==> src/rtl/lift_ctrl.sv <==
// lift_ctrl: six-floor lift sequencer.
//
// Tracks the outstanding calls and moves the cabin one floor at a time. It
// serves calls in the current direction first and holds the door open while
// the call button of the current floor is pressed.
//
// Ports
//   clk        system clock, all state on its rising edge
//   reset      synchronous, active-high reset
//   req[5:0]   call buttons, bit i = floor i (level, sampled every cycle)
//   E[2:0]     current floor 0..5
//   opcion     travel direction, 1 = up, 0 = down
//   enable_SB  high while the cabin is moving
//   enable_NUM high while the cabin is stopped
//   door_open  high while the door is open
//   pending    registered outstanding calls
module lift_ctrl #(
  parameter logic [31:0] FLOOR_TICKS = 32'd200_000_000,
  parameter logic [31:0] DOOR_TICKS  = 32'd300_000_000
) (
  input  logic       clk,
  input  logic       reset,
  input  logic [5:0] req,
  output logic [2:0] E,
  output logic       opcion,
  output logic       enable_SB,
  output logic       enable_NUM,
  output logic       door_open,
  output logic [5:0] pending
);

  typedef enum logic [1:0] {
    S_IDLE      = 2'd0,
    S_MOVE_UP   = 2'd1,
    S_MOVE_DOWN = 2'd2,
    S_DOOR      = 2'd3
  } state_t;

  state_t      state_q, state_d;
  logic [31:0] cnt_q, cnt_d;
  logic [2:0]  e_q, e_d;
  logic        opcion_q, opcion_d;
  logic [5:0]  pending_q, pending_d;
  logic        enable_sb_q, enable_sb_d;
  logic        enable_num_q, enable_num_d;
  logic        door_open_q, door_open_d;

  logic [5:0]  clr;        // pending bits retired this cycle
  logic [5:0]  e_onehot;   // current floor as a one-hot mask
  logic [5:0]  up_onehot;  // floor above the cabin
  logic [5:0]  dn_onehot;  // floor below the cabin
  logic        above, below, here;
  logic        floor_done, door_done;
  logic        door_hold;

  // Call summary relative to the cabin, always from registered pending so a
  // button press needs one full cycle before it can steer the sequencer.
  always_comb begin
    e_onehot   = 6'b000001 << e_q;
    up_onehot  = e_onehot << 1;
    dn_onehot  = e_onehot >> 1;
    above      = |(pending_q & (6'b111110 << e_q));
    below      = |(pending_q & ~(6'b111111 << e_q));
    here       = |(pending_q & e_onehot);
    floor_done = (cnt_q == FLOOR_TICKS - 32'd1);
    door_done  = (cnt_q == DOOR_TICKS - 32'd1);
    door_hold  = |(req & e_onehot);
  end

  always_comb begin
    state_d  = state_q;
    cnt_d    = cnt_q + 32'd1;
    e_d      = e_q;
    opcion_d = opcion_q;
    clr      = 6'b000000;

    case (state_q)
      S_IDLE: begin
        // Counter parked at zero so every MOVE/DOOR entry starts fresh.
        cnt_d = 32'd0;
        if (here) begin
          state_d = S_DOOR;
          clr     = e_onehot;
        end else if (above && (opcion_q || !below)) begin
          state_d  = S_MOVE_UP;
          opcion_d = 1'b1;
        end else if (below) begin
          state_d  = S_MOVE_DOWN;
          opcion_d = 1'b0;
        end
      end

      S_MOVE_UP: begin
        if (e_q == 3'd5) begin
          // Nothing left to climb to; stop without touching the floor.
          state_d = S_IDLE;
          cnt_d   = 32'd0;
        end else if (floor_done) begin
          e_d   = e_q + 3'd1;
          cnt_d = 32'd0;
          if (|(pending_q & up_onehot)) begin
            state_d = S_DOOR;
            clr     = up_onehot;
          end
        end
      end

      S_MOVE_DOWN: begin
        if (e_q == 3'd0) begin
          state_d = S_IDLE;
          cnt_d   = 32'd0;
        end else if (floor_done) begin
          e_d   = e_q - 3'd1;
          cnt_d = 32'd0;
          if (|(pending_q & dn_onehot)) begin
            state_d = S_DOOR;
            clr     = dn_onehot;
          end
        end
      end

      S_DOOR: begin
        // The cabin is already at this floor, so a press here is served
        // immediately and never becomes a pending call.
        clr = e_onehot;
        if (door_hold) begin
          cnt_d = 32'd0;
        end else if (door_done) begin
          cnt_d = 32'd0;
          if (opcion_q && above) begin
            state_d = S_MOVE_UP;
          end else if (!opcion_q && below) begin
            state_d = S_MOVE_DOWN;
          end else if (opcion_q && below) begin
            state_d  = S_MOVE_DOWN;
            opcion_d = 1'b0;
          end else if (!opcion_q && above) begin
            state_d  = S_MOVE_UP;
            opcion_d = 1'b1;
          end else begin
            state_d = S_IDLE;
          end
        end
      end

      default: begin
        state_d = S_IDLE;
        cnt_d   = 32'd0;
      end
    endcase

    // A clear and a new press of the same floor resolve to cleared.
    pending_d = (pending_q | req) & ~clr;

    // Status outputs are registered copies of the next state.
    enable_sb_d  = (state_d == S_MOVE_UP) || (state_d == S_MOVE_DOWN);
    enable_num_d = !enable_sb_d;
    door_open_d  = (state_d == S_DOOR);
  end

  always_ff @(posedge clk) begin
    if (reset) begin
      state_q      <= S_IDLE;
      cnt_q        <= 32'd0;
      e_q          <= 3'd0;
      opcion_q     <= 1'b1;
      pending_q    <= 6'b000000;
      enable_sb_q  <= 1'b0;
      enable_num_q <= 1'b1;
      door_open_q  <= 1'b0;
    end else begin
      state_q      <= state_d;
      cnt_q        <= cnt_d;
      e_q          <= e_d;
      opcion_q     <= opcion_d;
      pending_q    <= pending_d;
      enable_sb_q  <= enable_sb_d;
      enable_num_q <= enable_num_d;
      door_open_q  <= door_open_d;
    end
  end

  assign E          = e_q;
  assign opcion     = opcion_q;
  assign enable_SB  = enable_sb_q;
  assign enable_NUM = enable_num_q;
  assign door_open  = door_open_q;
  assign pending    = pending_q;

endmodule

==> config.mk <==
export PLATFORM = sky130hd
export DESIGN_NAME = lift_ctrl
export DESIGN_NICKNAME = d
export VERILOG_FILES = /design/src/rtl/lift_ctrl.sv
export SDC_FILE = /design/constraint.sdc
export NUM_CORES = 1
export LEC_CHECK = 0
export CORE_MARGIN = 4
export CORE_UTILIZATION = 40
export DETAILED_ROUTE_END_ITERATION = 12
export REMOVE_ABC_BUFFERS = 1
export SLEW_MARGIN = 20
export SYNTH_ARGS = -nofsm -noshare
export SYNTH_HDL_FRONTEND = slang
export SYNTH_SLANG_ARGS = --single-unit
==> constraint.sdc <==
create_clock -name clk -period 2.3 [get_ports clk]
set_clock_uncertainty 0.2 [all_clocks]
set_input_delay 0.46 -clock clk [delete_from_list [all_inputs] [get_ports clk]]
set_output_delay 0.46 -clock clk [all_outputs]
set_load 0.02 [all_outputs]
==> impl_metrics.py, run 1 <==
metrics = {
    "synthesis": {
        "yosysTopAreaCellShare": 0.3000,
        "synth-edff-count": 0,
        "syn-cell-area_um2": 3137,
        "synthCells": 343,
        "netlist-cell-type-count": 64,
        "synthArstFlopShare": 0,
        "synth_common_cells": "dfxtp_1, a211oi_2, xnor2_1",
        "synth-seq-area-share": 0.3000,
        "ys_ff_latch": 47,
        "synth.largest_area_cell": "dfxtp_1",
        "synth_area_leaders": "dfxtp_1, a211oi_2, xnor2_1, a211oi_1, nor3_1",
        "syn_avg_cell_area_um2": 9.145,
        "ys.flop_type": "dfxtp_1",
        "synth.most_common_cell": "dfxtp_1",
        "yosysWarningCount": 0,
    },
    "pwr": {
        "internal_power_mw": 1.376,
        "power_switching_mw": 0.5650,
        "clkPwrFrac": 0.315,
        "pwr-share-seq": 0.445,
        "p_per_area_nw_per_um2": 449.6,
        "p_leak_nw": 1.458,
        "sw_frac_of_total": 0.2911,
        "ir_worst_vdd_v": 0.0002303,
        "pwr-share-comb": 0.240,
    },
    "die": {
        "core_um2": 7687,
        "die_width_um": 96.56,
        "pin_count": 21,
        "start_util": 0.4080,
        "die-height_um": 96.56,
        "std_cell_rows": 32,
        "die-area_um2": 9323,
    },
    "sta": {
        "tns_ps": 0,
        "slew_headroom": 0.6666,
        "post-route-period-util": 0.9988,
        "setup_viol": 0,
        "max_freq_mhz": 435.3,
        "finalCriticalPeriod_ps": 2297,
        "grt_setup_unrepaired": "true",
        "finalMaxSlewViolations": 0,
        "finalHoldViolations": 0,
        "worst_pin_slew_ps": 496.4,
    },
    "route": {
        "ant_nets": 0,
        "via_count": 2970,
        "routed_wl_um": 8540,
        "drt_iter0_markers": 118,
        "wl_per_cell_um": 15.96,
        "drc": 0,
        "drtPass1Iterations": 4,
        "vias_per_cell": 5.551,
    },
    "finish": {
        "diodes": 0,
        "drive_gt1_frac": 0.3880,
        "syn_to_final_growth_pct": 37.61,
        "fin_nets": 444,
        "stdcell_count": 535,
    },
    "placed_design": {
        "numPortBuffers": 20,
        "place_hpwl_um": 6087,
        "dp_cells": 523,
        "gp_congestion": 0.8810,
    },
    "cts": {
        "clk_latency_ps": 310,
        "clock-root-buffer": "clkbuf_8",
        "htreeDepth": 2,
        "cts_tree": "done",
        "cts_sinks": 47,
        "cts.hold.buffers_added": 0,
        "cts.path.max_buffers": 2,
        "clk_pin_slew_ps": 90,
        "cts_buffers": 5,
    },
    "worst_setup_path": {
        "worstSetupStartpointType": "primary input",
        "crit_path_max_fanout": 2,
        "worstSetupEndpointType": "flip-flop",
        "arrival_ps": 2310,
        "critPathRequiredTime_ps": 2310,
        "r2r_slack_ps": 30,
        "path_class": "primary input to flip-flop",
    },
    "global_routing": {
        "overflow": 0,
        "antenna_found_initial": 0,
        "grt_pass1_wl_um": 14130,
        "grt_usage": 0.1941,
        "grt_max_degree": 31,
        "grt_pass1_vias": 2970,
    },
    "hold_path": {
        "holdCritPathClass": "flip-flop to flip-flop",
    },
    "status": {
        "status": "complete, no violations",
    },
    "flow_run": {
        "cap_violations": 0,
    },
}
## cell type report
cell class	count	area (um^2)
Clock buffer	5	68.82
Inverter	9	33.78
Tap cell	102	127.6
Timing Repair Buffer	108	939.7
Fill cell	713	3371
Clock inverter	2	37.54
Sequential cell	47	955.9
Multi-Input combinational cell	262	2153
## state kept, by name (all words and copies together), names as in the netlist
name / cells
enable_SB: 1
cnt_q: 32
enable_NUM: 1
state_q: 2
pending: 6
E: 3
door_open: 1
opcion: 1
## cells in the final DEF (no fill, tap or decap), drive strengths merged, types with 10 or more instances in the layout
master         Yosys  final
buf               15     87
dfxtp             47     47
a211oi            41     41
xnor2             24     24
nor2              22     22
clkdlybuf4s50      0     20
nand2             18     18
nor3              17     17
nand3             11     11
nor4              11     11
a21oi             10     10
## path summary, 6_finish.rpt
check,from,cells after the start,endpoint
setup / recovery,req[1],9,enable_SB
hold / removal,cnt_q[0],2,cnt_q[0]
setup reg to reg,cnt_q[0],9,enable_SB
hold reg to reg,cnt_q[0],2,cnt_q[0]
## cell families (layout without fill, tap and decap cells)
family,Yosys count,count (layout),synth area share
AND/OR/NAND/NOR,128,128,0.2493
multiplexers,7,7,0.02234
adder cells (fa/ha/maj),3,3,0.01436
XOR/XNOR,31,31,0.08656
buffers and inverters,34,124,0.05784
AO/OA/AOI/OAI,93,93,0.2696
flip-flops,47,47,0.3000
## layer usage
layer / vias up / share of wire / GRT usage
met5: - / 0 / 0
met4: 0 / 0.0093 / 0.05491
met3: 5 / 0.042 / 0.03021
met2: 48 / 0.49 / 0.3379
met1: 1449 / 0.45 / 0.2477
li1: 1468 / - / -
## metrics by stage
step / utilization / total power, mW / instance area (um^2) / hold WS [ps] / worst slack [ps]
after global routing: 0.5615 / 2.041 / 4317 / 363.8 / -92.76
after global placement: 0.5221 / 1.297 / 4014 / 307.8 / -234.9
after CTS: 0.5413 / 1.917 / 4161 / 308.8 / 5.756
after floorplan: - / 1.087 / 2989 / 249.0 / -892.2
final: 0.5615 / 1.941 / 4317 / 339.8 / 2.870
after detailed placement: 0.5221 / 1.299 / 4014 / 313.3 / -289.5
## critical path: stages
cell	delay, ps
clkdlybuf4s50_1	490
a21oi_1	70
a211oi_1	380
nand2b_4	240
o31ai_2	80
a22oi_2	220
ha_1	250
nand2b_1	80
inv_1	40
## power by group through the flow
stage          combinational [mW]  clock [mW]  sequential (mW)
3_5_place_dp                0.416           0            0.883
2_1_floorplan               0.186           0            0.901
5_1_grt                     0.503       0.669            0.869
4_1_cts                     0.429       0.624            0.863
6_report                    0.466       0.611            0.864
3_3_place_gp                0.414           0            0.882
## what timing repair did
item                                    CTS  global route
hold endpoints to repair                  0             0
endpoints found under the setup margin   40            21
gates resized for setup                  11            27
cloned                                    0             1
pin swaps                                 2            18
setup buffers                             1             4
Note: power is estimated with default switching activity, not from simulation.
==> inputs of run 2 (changes only) <==
--- a/config.mk
+++ b/config.mk
@@ -5,11 +5,12 @@
 export SDC_FILE = /design/constraint.sdc
 export NUM_CORES = 1
 export LEC_CHECK = 0
+export ABC_AREA = 0
 export CORE_MARGIN = 4
 export CORE_UTILIZATION = 40
 export DETAILED_ROUTE_END_ITERATION = 12
 export REMOVE_ABC_BUFFERS = 1
-export SLEW_MARGIN = 20
+export SLEW_MARGIN = 5
 export SYNTH_ARGS = -nofsm -noshare
 export SYNTH_HDL_FRONTEND = slang
 export SYNTH_SLANG_ARGS = --single-unit
==> results of run 2 <==
No change in the layout: final DEF, timing and power equal those of run 1.
